File: src/rtl/count_display_seq_pkg.sv
// count_ctrl_pkg
//   Shared definitions for the count/display sequencer slice:
//   - state_t: sequencer FSM encoding (IDLE / START / WAIT)
//   - default widths for the binary count, the 4-digit BCD result and
//     the converter wait limit, so the sequencer and the blocks built
//     around it agree on the same numbers.
package count_ctrl_pkg;

  typedef enum logic [1:0] {
    S_IDLE  = 2'd0,
    S_START = 2'd1,
    S_WAIT  = 2'd2
  } state_t;

  localparam int CNT_W_DEF   = 12;  // binary count width into the converter
  localparam int BCD_W_DEF   = 16;  // 4 BCD digits
  localparam int TIMEOUT_DEF = 64;  // WAIT cycles before giving up

endpackage : count_ctrl_pkg

File: src/rtl/count_display_seq.sv
// count_display_seq
//   Control sequencer for a stopwatch-style count display. It turns the
//   run/pause and clear buttons plus the divider tick into counter
//   enable/clear pulses, requests a count-to-BCD conversion after every
//   counter change, and latches the converter result for the display.
//
//   Ports:
//     clk, reset  : system clock, synchronous active-high reset
//     run_tgl     : pulse, toggles run/pause
//     clr         : pulse, clears the counter and the error flag
//     tick        : pulse, divider enable
//     cnt_en      : counter increment enable (one cycle)
//     cnt_clr     : counter synchronous clear (one cycle)
//     conv_start  : converter start (one cycle)
//     conv_rdy    : converter result valid
//     conv_bcd    : converter result
//     disp_bcd    : latched value for the display driver
//     running     : run/pause state
//     busy        : FSM not in IDLE
//     err         : sticky conversion-timeout flag
//     dbg_state   : current FSM state, for observation
//
//   All outputs come straight from registers.
module count_display_seq
  import count_ctrl_pkg::*;
#(
  parameter int CNT_W   = CNT_W_DEF,
  parameter int BCD_W   = BCD_W_DEF,
  parameter int TIMEOUT = TIMEOUT_DEF
) (
  input  logic             clk,
  input  logic             reset,
  input  logic             run_tgl,
  input  logic             clr,
  input  logic             tick,
  output logic             cnt_en,
  output logic             cnt_clr,
  output logic             conv_start,
  input  logic             conv_rdy,
  input  logic [BCD_W-1:0] conv_bcd,
  output logic [BCD_W-1:0] disp_bcd,
  output logic             running,
  output logic             busy,
  output logic             err,
  output state_t           dbg_state
);

  localparam int WC_W = $clog2(TIMEOUT + 1);

  // The sequencer never touches the binary count itself; CNT_W is kept
  // so the parameter set matches the counter/converter it sits beside.
  if (CNT_W < 1 || BCD_W < 4 || TIMEOUT < 1) begin : g_param_check
    $error("count_display_seq: CNT_W, BCD_W and TIMEOUT must be positive, BCD_W >= 4");
  end

  state_t           r_state;
  logic             r_running;
  logic             r_pending;
  logic             r_cnt_en;
  logic             r_cnt_clr;
  logic             r_conv_start;
  logic [BCD_W-1:0] r_disp_bcd;
  logic             r_busy;
  logic             r_err;
  logic [WC_W-1:0]  r_wait_cnt;

  logic             w_req_en;
  logic             w_req;
  logic [WC_W-1:0]  w_wait_nxt;
  logic             w_timeout;

  // clr beats tick when both arrive together.
  assign w_req_en   = tick & r_running & ~clr;
  assign w_req      = w_req_en | clr;
  assign w_wait_nxt = r_wait_cnt + 1'b1;
  // Fires on the TIMEOUT-th WAIT cycle without a result.
  assign w_timeout  = (w_wait_nxt == WC_W'(TIMEOUT));

  always_ff @(posedge clk) begin
    if (reset) begin
      r_state      <= S_IDLE;
      r_running    <= 1'b0;
      r_pending    <= 1'b0;
      r_cnt_en     <= 1'b0;
      r_cnt_clr    <= 1'b0;
      r_conv_start <= 1'b0;
      r_disp_bcd   <= '0;
      r_busy       <= 1'b0;
      r_err        <= 1'b0;
      r_wait_cnt   <= '0;
    end else begin
      r_cnt_en     <= w_req_en;
      r_cnt_clr    <= clr;
      r_conv_start <= 1'b0;

      if (run_tgl) r_running <= ~r_running;
      if (clr)     r_err     <= 1'b0;

      // The pending flag is set in the same edge that issues cnt_en /
      // cnt_clr, so IDLE can launch START on the very next edge while
      // the counter is already updating.
      r_pending <= r_pending | w_req;

      case (r_state)
        S_IDLE: begin
          if (r_pending) begin
            r_state      <= S_START;
            r_conv_start <= 1'b1;
            r_busy       <= 1'b1;
            // A request landing on this same edge survives the clear.
            r_pending    <= w_req;
          end
        end

        S_START: begin
          r_state    <= S_WAIT;
          r_wait_cnt <= '0;
        end

        S_WAIT: begin
          if (conv_rdy) begin
            // A result in the timeout cycle still counts as success.
            r_disp_bcd <= conv_bcd;
            r_state    <= S_IDLE;
            r_busy     <= 1'b0;
          end else if (w_timeout) begin
            r_err      <= 1'b1;
            r_state    <= S_IDLE;
            r_busy     <= 1'b0;
            r_wait_cnt <= w_wait_nxt;
          end else begin
            r_wait_cnt <= w_wait_nxt;
          end
        end

        default: begin
          r_state <= S_IDLE;
          r_busy  <= 1'b0;
        end
      endcase
    end
  end

  assign cnt_en     = r_cnt_en;
  assign cnt_clr    = r_cnt_clr;
  assign conv_start = r_conv_start;
  assign disp_bcd   = r_disp_bcd;
  assign running    = r_running;
  assign busy       = r_busy;
  assign err        = r_err;
  assign dbg_state  = r_state;

endmodule : count_display_seq

File: config.mk
export PLATFORM = sky130hd
export DESIGN_NAME = count_display_seq
export DESIGN_NICKNAME = d
export VERILOG_FILES = /design/src/rtl/count_display_seq_pkg.sv /design/src/rtl/count_display_seq.sv
export SDC_FILE = /design/constraint.sdc
export NUM_CORES = 1
export LEC_CHECK = 0
export CAP_MARGIN = 10
export CORE_MARGIN = 2
export CORE_UTILIZATION = 30
export DETAILED_ROUTE_END_ITERATION = 16
export PLACE_DENSITY_LB_ADDON = 0.25
export SLEW_MARGIN = 25
export SYNTH_ARGS = -nofsm -noshare
export SYNTH_HDL_FRONTEND = slang
export SYNTH_SLANG_ARGS = --single-unit
File: constraint.sdc
create_clock -name clk -period 2.01 [get_ports clk]
set_input_delay 0.3015 -clock clk [delete_from_list [all_inputs] [get_ports clk]]
set_output_delay 0.3015 -clock clk [all_outputs]
set_load 0.02 [all_outputs]
==> reports/metrics.sh, run 1 <==
OUTCOME='finished, final reports clean'
HOLDBUFCOUNTCTS=0
AREA_GROWTH_PCT=50.3
POWER_REPORT.INTERNAL_TOTAL_mW=1.11
SKEW_NS=0.00462
MIN_PATH_CELLS=2
ANTENNADIODECOUNT=0
FINALSETUPTNS_NS=0
SW_POWER_mW=0.310
CTSRESIZECOUNT=0
CLOCK_SINKS=32
DIE_HEIGHT_UM=70.1
POWER.IR.VDD_WORST_mV=0.361
ENDPOINT_REQUIRED_TIME_ON_THE_CRITICAL_PATH_NS=1.71
NUMCTSBUFFERS=5
DRT_WL_TOTAL_UM=3180
SHARE_OF_THE_SYNTHESIZED_AREA_IN_THE_TOP_CELL_TYPE_PCT=48.9
FINAL_CELL_MIX='clkdlybuf4s50_1, nand2_1, dfxtp_1, a21oi_1, nor2_1'
ANT_NETS=0
SYNTH_TOP_CELLS_BY_AREA='dfxtp_1, nand2_1, a21oi_1, nor2_1, clkbuf_1'
REPORT.FINAL.SLEW_VIOL_COUNT=0
CELL_AREA_AFTER_SYNTHESIS_UM2=1310
SYN-MEAN-INSTANCE-AREA_UM2=8.19
PWR-SHARE-SEQ_PCT=46.7
POST_SYNTH_NUM_CELL_TYPES=37
TIMING.CRITICAL_PATH.TO_TYPE='output port'
POWER.COMBINATIONAL.FRACTION_PCT=11.5
GRT_START_MAX_NET_PINS=17
SYN-NUM-NETS=183
SEQ_AREA_FRAC_SYNTH_PCT=48.9
SHARE_CLK_OF_TOTAL_POWER_PCT=41.8
MAXCAPVIOLCOUNT=0
HOLD_VIOL_FINAL=0
GRT_PASS1_VIAS=1114
MIN_PERIOD_OVER_PERIOD_PCT=84.8
CLK_LATENCY_NS=0.28
NUMBER_OF_NETS_IN_THE_LAYOUT=235
VIAS=1260
H-TREE-DEPTH=2
SYNTH-WARNING-COUNT=0
REG2REGPATHDEPTH=4
YOSYS_REGISTER_BITS=32
SW_FRAC_OF_TOTAL_PCT=21.9
TRITONCTS='built'
POSTSYNTH.TOPFLOPCELL='dfxtp_1'
ANTENNA_FOUND_INITIAL=0
GRT_USE_TOTAL_PCT=13.4
DIE_AREA_UM2=4910
P_PER_AREA_nW_PER_UM2=719
POST_DP_CELL_AREA_UM2=1860
CTSLONGESTPATHBUFFERS=2
TIMING_WORST_SLEW_PIN_VALUE_NS=0.419
DRTITER0DRC=45
PATH_CLASS='flop to output port'
UNREPAIRED_SETUP_ENDPOINTS_AFTER_GLOBAL_ROUTING='false'
SLEW_HR_PCT=72.0
CRIT_FANOUT=14
DIE_X_UM=70.1
START_UTIL_PCT=30.5
DRT_FIRST_PASS_ITERS=4
VIAS_PER_CELL=4.75
TOP_LEVEL_PORTS=46
MOST_COMMON_CELL_AFTER_LAYOUT_FILL_AND_TAPS_ASIDE='clkdlybuf4s50_1'
NUMBER_OF_SYNTHESIZED_FLOPS_WITH_AN_ENABLE_PIN=0
POST-ROUTE-MIN-PERIOD_NS=1.71
HOLD_CLASS='flop to flop'
POST-CTS-SETUP-BUFFERS=0
IO_BUFFER_COUNT=45
CORE_REGION_AREA_UM2=4290
DRT_DRC_VIOLATIONS_LEFT=0
CTS-ROOT-BUF='clkbuf_8'
ASYNC_RESET_FF_SHARE_PCT=0
SETUP.WORST_PATH.START_CLASS='flop'
DRIVE_ABOVE_1_SHARE_PCT=8.45
ARRIVAL_NS=1.40
SETUP_VIOL=0
WL_PER_CELL_UM=12.0
GRT_PASS1_WL_UM=5150
MAX_CLOCK_FREQ_GHz=0.586
GRT_OVERFLOW=0
SYNTH_TOP_CELL_BY_AREA='dfxtp_1'
DP_HPWL_UM=2200
CLK_PIN_SLEW_NS=0.06
WEIGHTED_CONGESTION_REPORTED_AT_THE_END_OF_ROUTABILITY_DRIVEN_PLACEMENT=0.816
LAYOUT.CELL_AREA.NON_FILLER_UM2=1970
STATIC-LEAKAGE-POWER_nW=0.683
ROWS=24
SYNTH_CELLS=160
## cell type report
cell class                 count  area [um2]
clock buffer                   6        72.6
clock inverter                 2        35.0
fill                         448        2320
inverter                       3        11.3
multi-input combinational    115         619
sequential                    32         641
tap                           52        65.1
timing repair buffer          55         526
## registers in the layout, indices dropped and copies added, names as in the netlist
register    count
disp_bcd       16
r_wait_cnt      7
dbg_state       2
busy            1
cnt_clr         1
cnt_en          1
conv_start      1
err             1
r_pending       1
running         1
## worst max-delay path: stages (launching register included)
cell and delay [ns]:
dfxtp_1 0.32, buf_4 0.19, clkdlybuf4s50_1 0.63
## per-stage QoR
| step | utilization [%] | hold slack [ns] | setup WS (ns) | total power, mW | instances |
|---|---|---|---|---|---|
| finish | 45.9 | 0.449 | 0.305 | 1.42 | 265 |
| global route | 45.9 | 0.469 | 0.248 | 1.48 | 265 |
| floorplan | - | 0.430 | 0.341 | 0.745 | 160 |
| CTS | 45.9 | 0.452 | 0.287 | 1.44 | 265 |
| global placement | 43.4 | 0.439 | 0.219 | 0.839 | 257 |
| detailed placement | 43.4 | 0.443 | 0.190 | 0.838 | 257 |
## logic make-up after synthesis
family / share of synthesized area, %
simple gates: 24.7
flops: 48.9
compound gates: 19.5
xor+xnor: 1.34
mux: 0.764
fa+ha+maj: 0.955
buf+inv: 3.82
## power by group through the flow
stage | clock, mW | sequential (mW) | combinational (mW)
3_5_place_dp | 0 | 0.676 | 0.163
5_1_grt | 0.645 | 0.664 | 0.175
6_report | 0.593 | 0.661 | 0.162
3_3_place_gp | 0 | 0.676 | 0.163
2_1_floorplan | 0 | 0.694 | 0.0514
4_1_cts | 0.614 | 0.661 | 0.164
## synthesized netlist by cell type, types with 2 or more instances
cell type,count
nand2_1,37
inv_1,2
nor2b_1,4
a31oi_1,2
o21ai_0,4
nor2_1,11
clkbuf_1,9
nor4_1,2
dfxtp_1,32
a2bb2oi_1,3
nand3_1,4
and3_1,2
a21oi_1,23
xnor2_1,2
## per-layer routing
metal | GRT usage (%) | up-vias | share of wire [%]
li1 | - | 659 | -
met1 | 17.0 | 572 | 47
met2 | 20.1 | 27 | 46
met3 | 4.76 | 2 | 4.9
met4 | 6.41 | 0 | 1.3
met5 | 0 | - | 0
## worst paths after layout
path | from | to | slack (ns)
hold / removal | disp_bcd[12] | disp_bcd[12] | 0.45
setup reg to reg | r_wait_cnt[0] | r_wait_cnt[4] | 0.53
setup / recovery | dbg_state[1] | dbg_state[1] | 0.30
hold reg to reg | disp_bcd[12] | disp_bcd[12] | 0.45
Note: power is estimated with default switching activity, not from simulation.
==> run 2: changes to the inputs <==
Clock period 2.01 ns to 1.5 ns, I/O delays scaled along.
==> run 2 against run 1 <==
  * Global-route usage is 0.76 points higher
  * Worst setup slack worse by 0.26 ns
  * Clock skew is 0.0021 ns lower
  * Via count is 2.1% higher
  * Cell area is 4.3% higher
  * Non-clock buffer count is 6 higher
  * Die area stayed put
  * Clock power is 35% higher
  * Sequential share of layout area is 0.84 points lower
  * Critical endpoint is now dbg_state[0]
  * Sequential power is 34% higher
  * Largest power group unchanged
  * Critical path depth is 1 lower
==> reports/metrics.sh, run 2 (synthesized netlist as in run 1, its figures left out) <==
POST-ROUTE-MIN-PERIOD_NS=1.46
SETUP_VIOL=0
CLK_PIN_SLEW_NS=0.06
GRT_START_MAX_NET_PINS=29
DRT_FIRST_PASS_ITERS=4
REPORT.FINAL.SLEW_VIOL_COUNT=0
ANT_NETS=0
LARGEST_REG_FLOPS=16
ANTENNA_FOUND_INITIAL=0
SKEW_NS=0.00249
PWR-SHARE-SEQ_PCT=46.4
GRT_USE_TOTAL_PCT=14.1
HOLD_VIOL_FINAL=0
GRT_PASS1_VIAS=1143
CTS-ROOT-BUF='clkbuf_8'
CLK_LATENCY_NS=0.28
NUMCTSBUFFERS=5
MAX_CLOCK_FREQ_GHz=0.686
MAXCAPVIOLCOUNT=0
TIMING.CRITICAL_PATH.TO_TYPE='output port'
UNREPAIRED_SETUP_ENDPOINTS_AFTER_GLOBAL_ROUTING='false'
DIE_HEIGHT_UM=70.1
CTSLONGESTPATHBUFFERS=2
POST_DP_CELL_AREA_UM2=1930
SLEW_HR_PCT=75.1
SW_FRAC_OF_TOTAL_PCT=22.0
REG2REGPATHDEPTH=4
FINAL_CORE_UTILIZATION_PCT=47.8
HOLD_CLASS='flop to flop'
MIN_PATH_CELLS=2
DP_HPWL_UM=2330
DRTITER0DRC=28
CRITICAL_PATH.MAX_STAGE_DELAY_NS=0.59
TIMING.RR.START='r_wait_cnt[1]'
WEIGHTED_CONGESTION_REPORTED_AT_THE_END_OF_ROUTABILITY_DRIVEN_PLACEMENT=0.782
ENDPOINT_REQUIRED_TIME_ON_THE_CRITICAL_PATH_NS=1.27
REGTOREGSETUPSLACK_NS=0.10
CORE_REGION_AREA_UM2=4290
DRIVE_ABOVE_1_SHARE_PCT=14.6
GRT_OVERFLOW=0
CRIT_FANOUT=4
DIE_X_UM=70.1
CRITICAL_PATH.SLOWEST_CELL='clkdlybuf4s50_1'
WL_PER_CELL_UM=11.8
FINAL_CELL_MIX='clkdlybuf4s50_1, nand2_1, dfxtp_1, a21oi_1, buf_4'
P_PER_AREA_nW_PER_UM2=928
MIN_PERIOD_OVER_PERIOD_PCT=97.1
CRIT_BUF_INV=1
OUTCOME='finished, final reports clean'
HOLD_PATH_END='disp_bcd[14]'
CRIT_CHAIN='clkdlybuf4s50_1'
VIAS_PER_CELL=4.75
SETUP.WORST_PATH.START_CLASS='flop'
POWER.IR.VDD_WORST_mV=0.447
SW_POWER_mW=0.420
SHARE_CLK_OF_TOTAL_POWER_PCT=41.9
CLOCK_SINKS=32
DRT_WL_TOTAL_UM=3200
TRITONCTS='built'
ARRIVAL_NS=1.23
WORST_HOLD_SLACK_NS=0.451
PATH_DELAY_FAMILY='buffers and inverters'
FILL_CELLS=424
NUMBER_OF_NETS_IN_THE_LAYOUT=241
START_UTIL_PCT=30.5
HOLD_START='disp_bcd[14]'
REG2REG_TO='r_wait_cnt[4]'
DRT_DRC_VIOLATIONS_LEFT=0
H-TREE-DEPTH=2
LAYOUT.CELL_AREA.NON_FILLER_UM2=2050
AREA_GROWTH_PCT=56.7
MOST_COMMON_CELL_AFTER_LAYOUT_FILL_AND_TAPS_ASIDE='clkdlybuf4s50_1'
DIE_AREA_UM2=4910
PATH_CLASS='flop to output port'
VIAS=1287
TOP_LEVEL_PORTS=46
ROWS=24
HOLDBUFCOUNTCTS=0
POWER_REPORT.INTERNAL_TOTAL_mW=1.49
STATIC-LEAKAGE-POWER_nW=0.761
IO_BUFFER_COUNT=45
TIMING_WORST_SLEW_PIN_VALUE_NS=0.364
GRT_PASS1_WL_UM=5460
WORSTSETUPSTARTPOINT='dbg_state[0]'
POWER.COMBINATIONAL.FRACTION_PCT=11.7
ANTENNADIODECOUNT=0
## run 2: cell count changes in the layout (fill, tap and decap cells not counted), sizes merged
cell	delta
clkdlybuf4s50	-4
buf	+6
dlymetal6s2s	+2
dlygate4sd2	+2
## run 2: area by class of cell
class                   instances  area (um2)  area share [%]
well taps                      52        65.1            3.17
multi-input cells             115         633            30.8
flip-flops and latches         32         651            31.7
repair buffers                 61         586            28.5
clock buffers                   6        72.6            3.53
clock inverters                 2        35.0            1.71
inverters                       3        11.3           0.548
## run 2: worst max-delay path by stage
stage	endpoint	slack, ns	depth (start not counted)
3_3_place_gp	r_wait_cnt[3]	-0.20	6
3_5_place_dp	r_wait_cnt[4]	-0.21	4
4_1_cts	err	0.02	1
6_report	dbg_state[0]	0.04	1
2_1_floorplan	r_wait_cnt[4]	0.01	4
5_1_grt	r_wait_cnt[3]	0.001	5
## run 2: per-layer routing
metal	global-route usage, %	part of all wire, %	wire length [um]
met5	0	0	0
met4	6.41	2.2	72
met3	4.76	4.9	156
met2	22.3	47	1500
met1	17.4	46	1470
## run 2: timing repair
action / in CTS / in global routing
endpoints found under the setup margin: 2 / 7
cloned: 0 / 0
setup buffers: 0 / 0
gates resized for setup: 2 / 10
## run 2: through the flow
step | power, mW | setup TNS (ns) | instances | setup WS (ns)
2_1_floorplan | 0.997 | 0 | 160 | 0.0127
3_3_place_gp | 1.13 | -0.503 | 263 | -0.197
3_5_place_dp | 1.13 | -1.25 | 263 | -0.211
4_1_cts | 1.93 | 0 | 271 | 0.0171
5_1_grt | 1.99 | 0 | 271 | 0.00124
6_report | 1.90 | 0 | 271 | 0.0431
## run 2: worst reg2reg max path, delay by kind of cell, from the launching register on
family / cells / cell delay, ns
adder cells (fa/ha/maj): 1 / 0.22
flip-flops: 1 / 0.38
AND/OR/NAND/NOR: 2 / 0.61
AO/OA/AOI/OAI: 1 / 0.12
## run 2: power by group through the flow
| stage | clock network, mW | registers [mW] | logic (mW) |
|---|---|---|---|
| floorplan | 0 | 0.928 | 0.0691 |
| global placement | 0 | 0.904 | 0.226 |
| detailed placement | 0 | 0.904 | 0.226 |
| CTS | 0.822 | 0.885 | 0.225 |
| global route | 0.860 | 0.888 | 0.242 |
| finish | 0.798 | 0.885 | 0.222 |
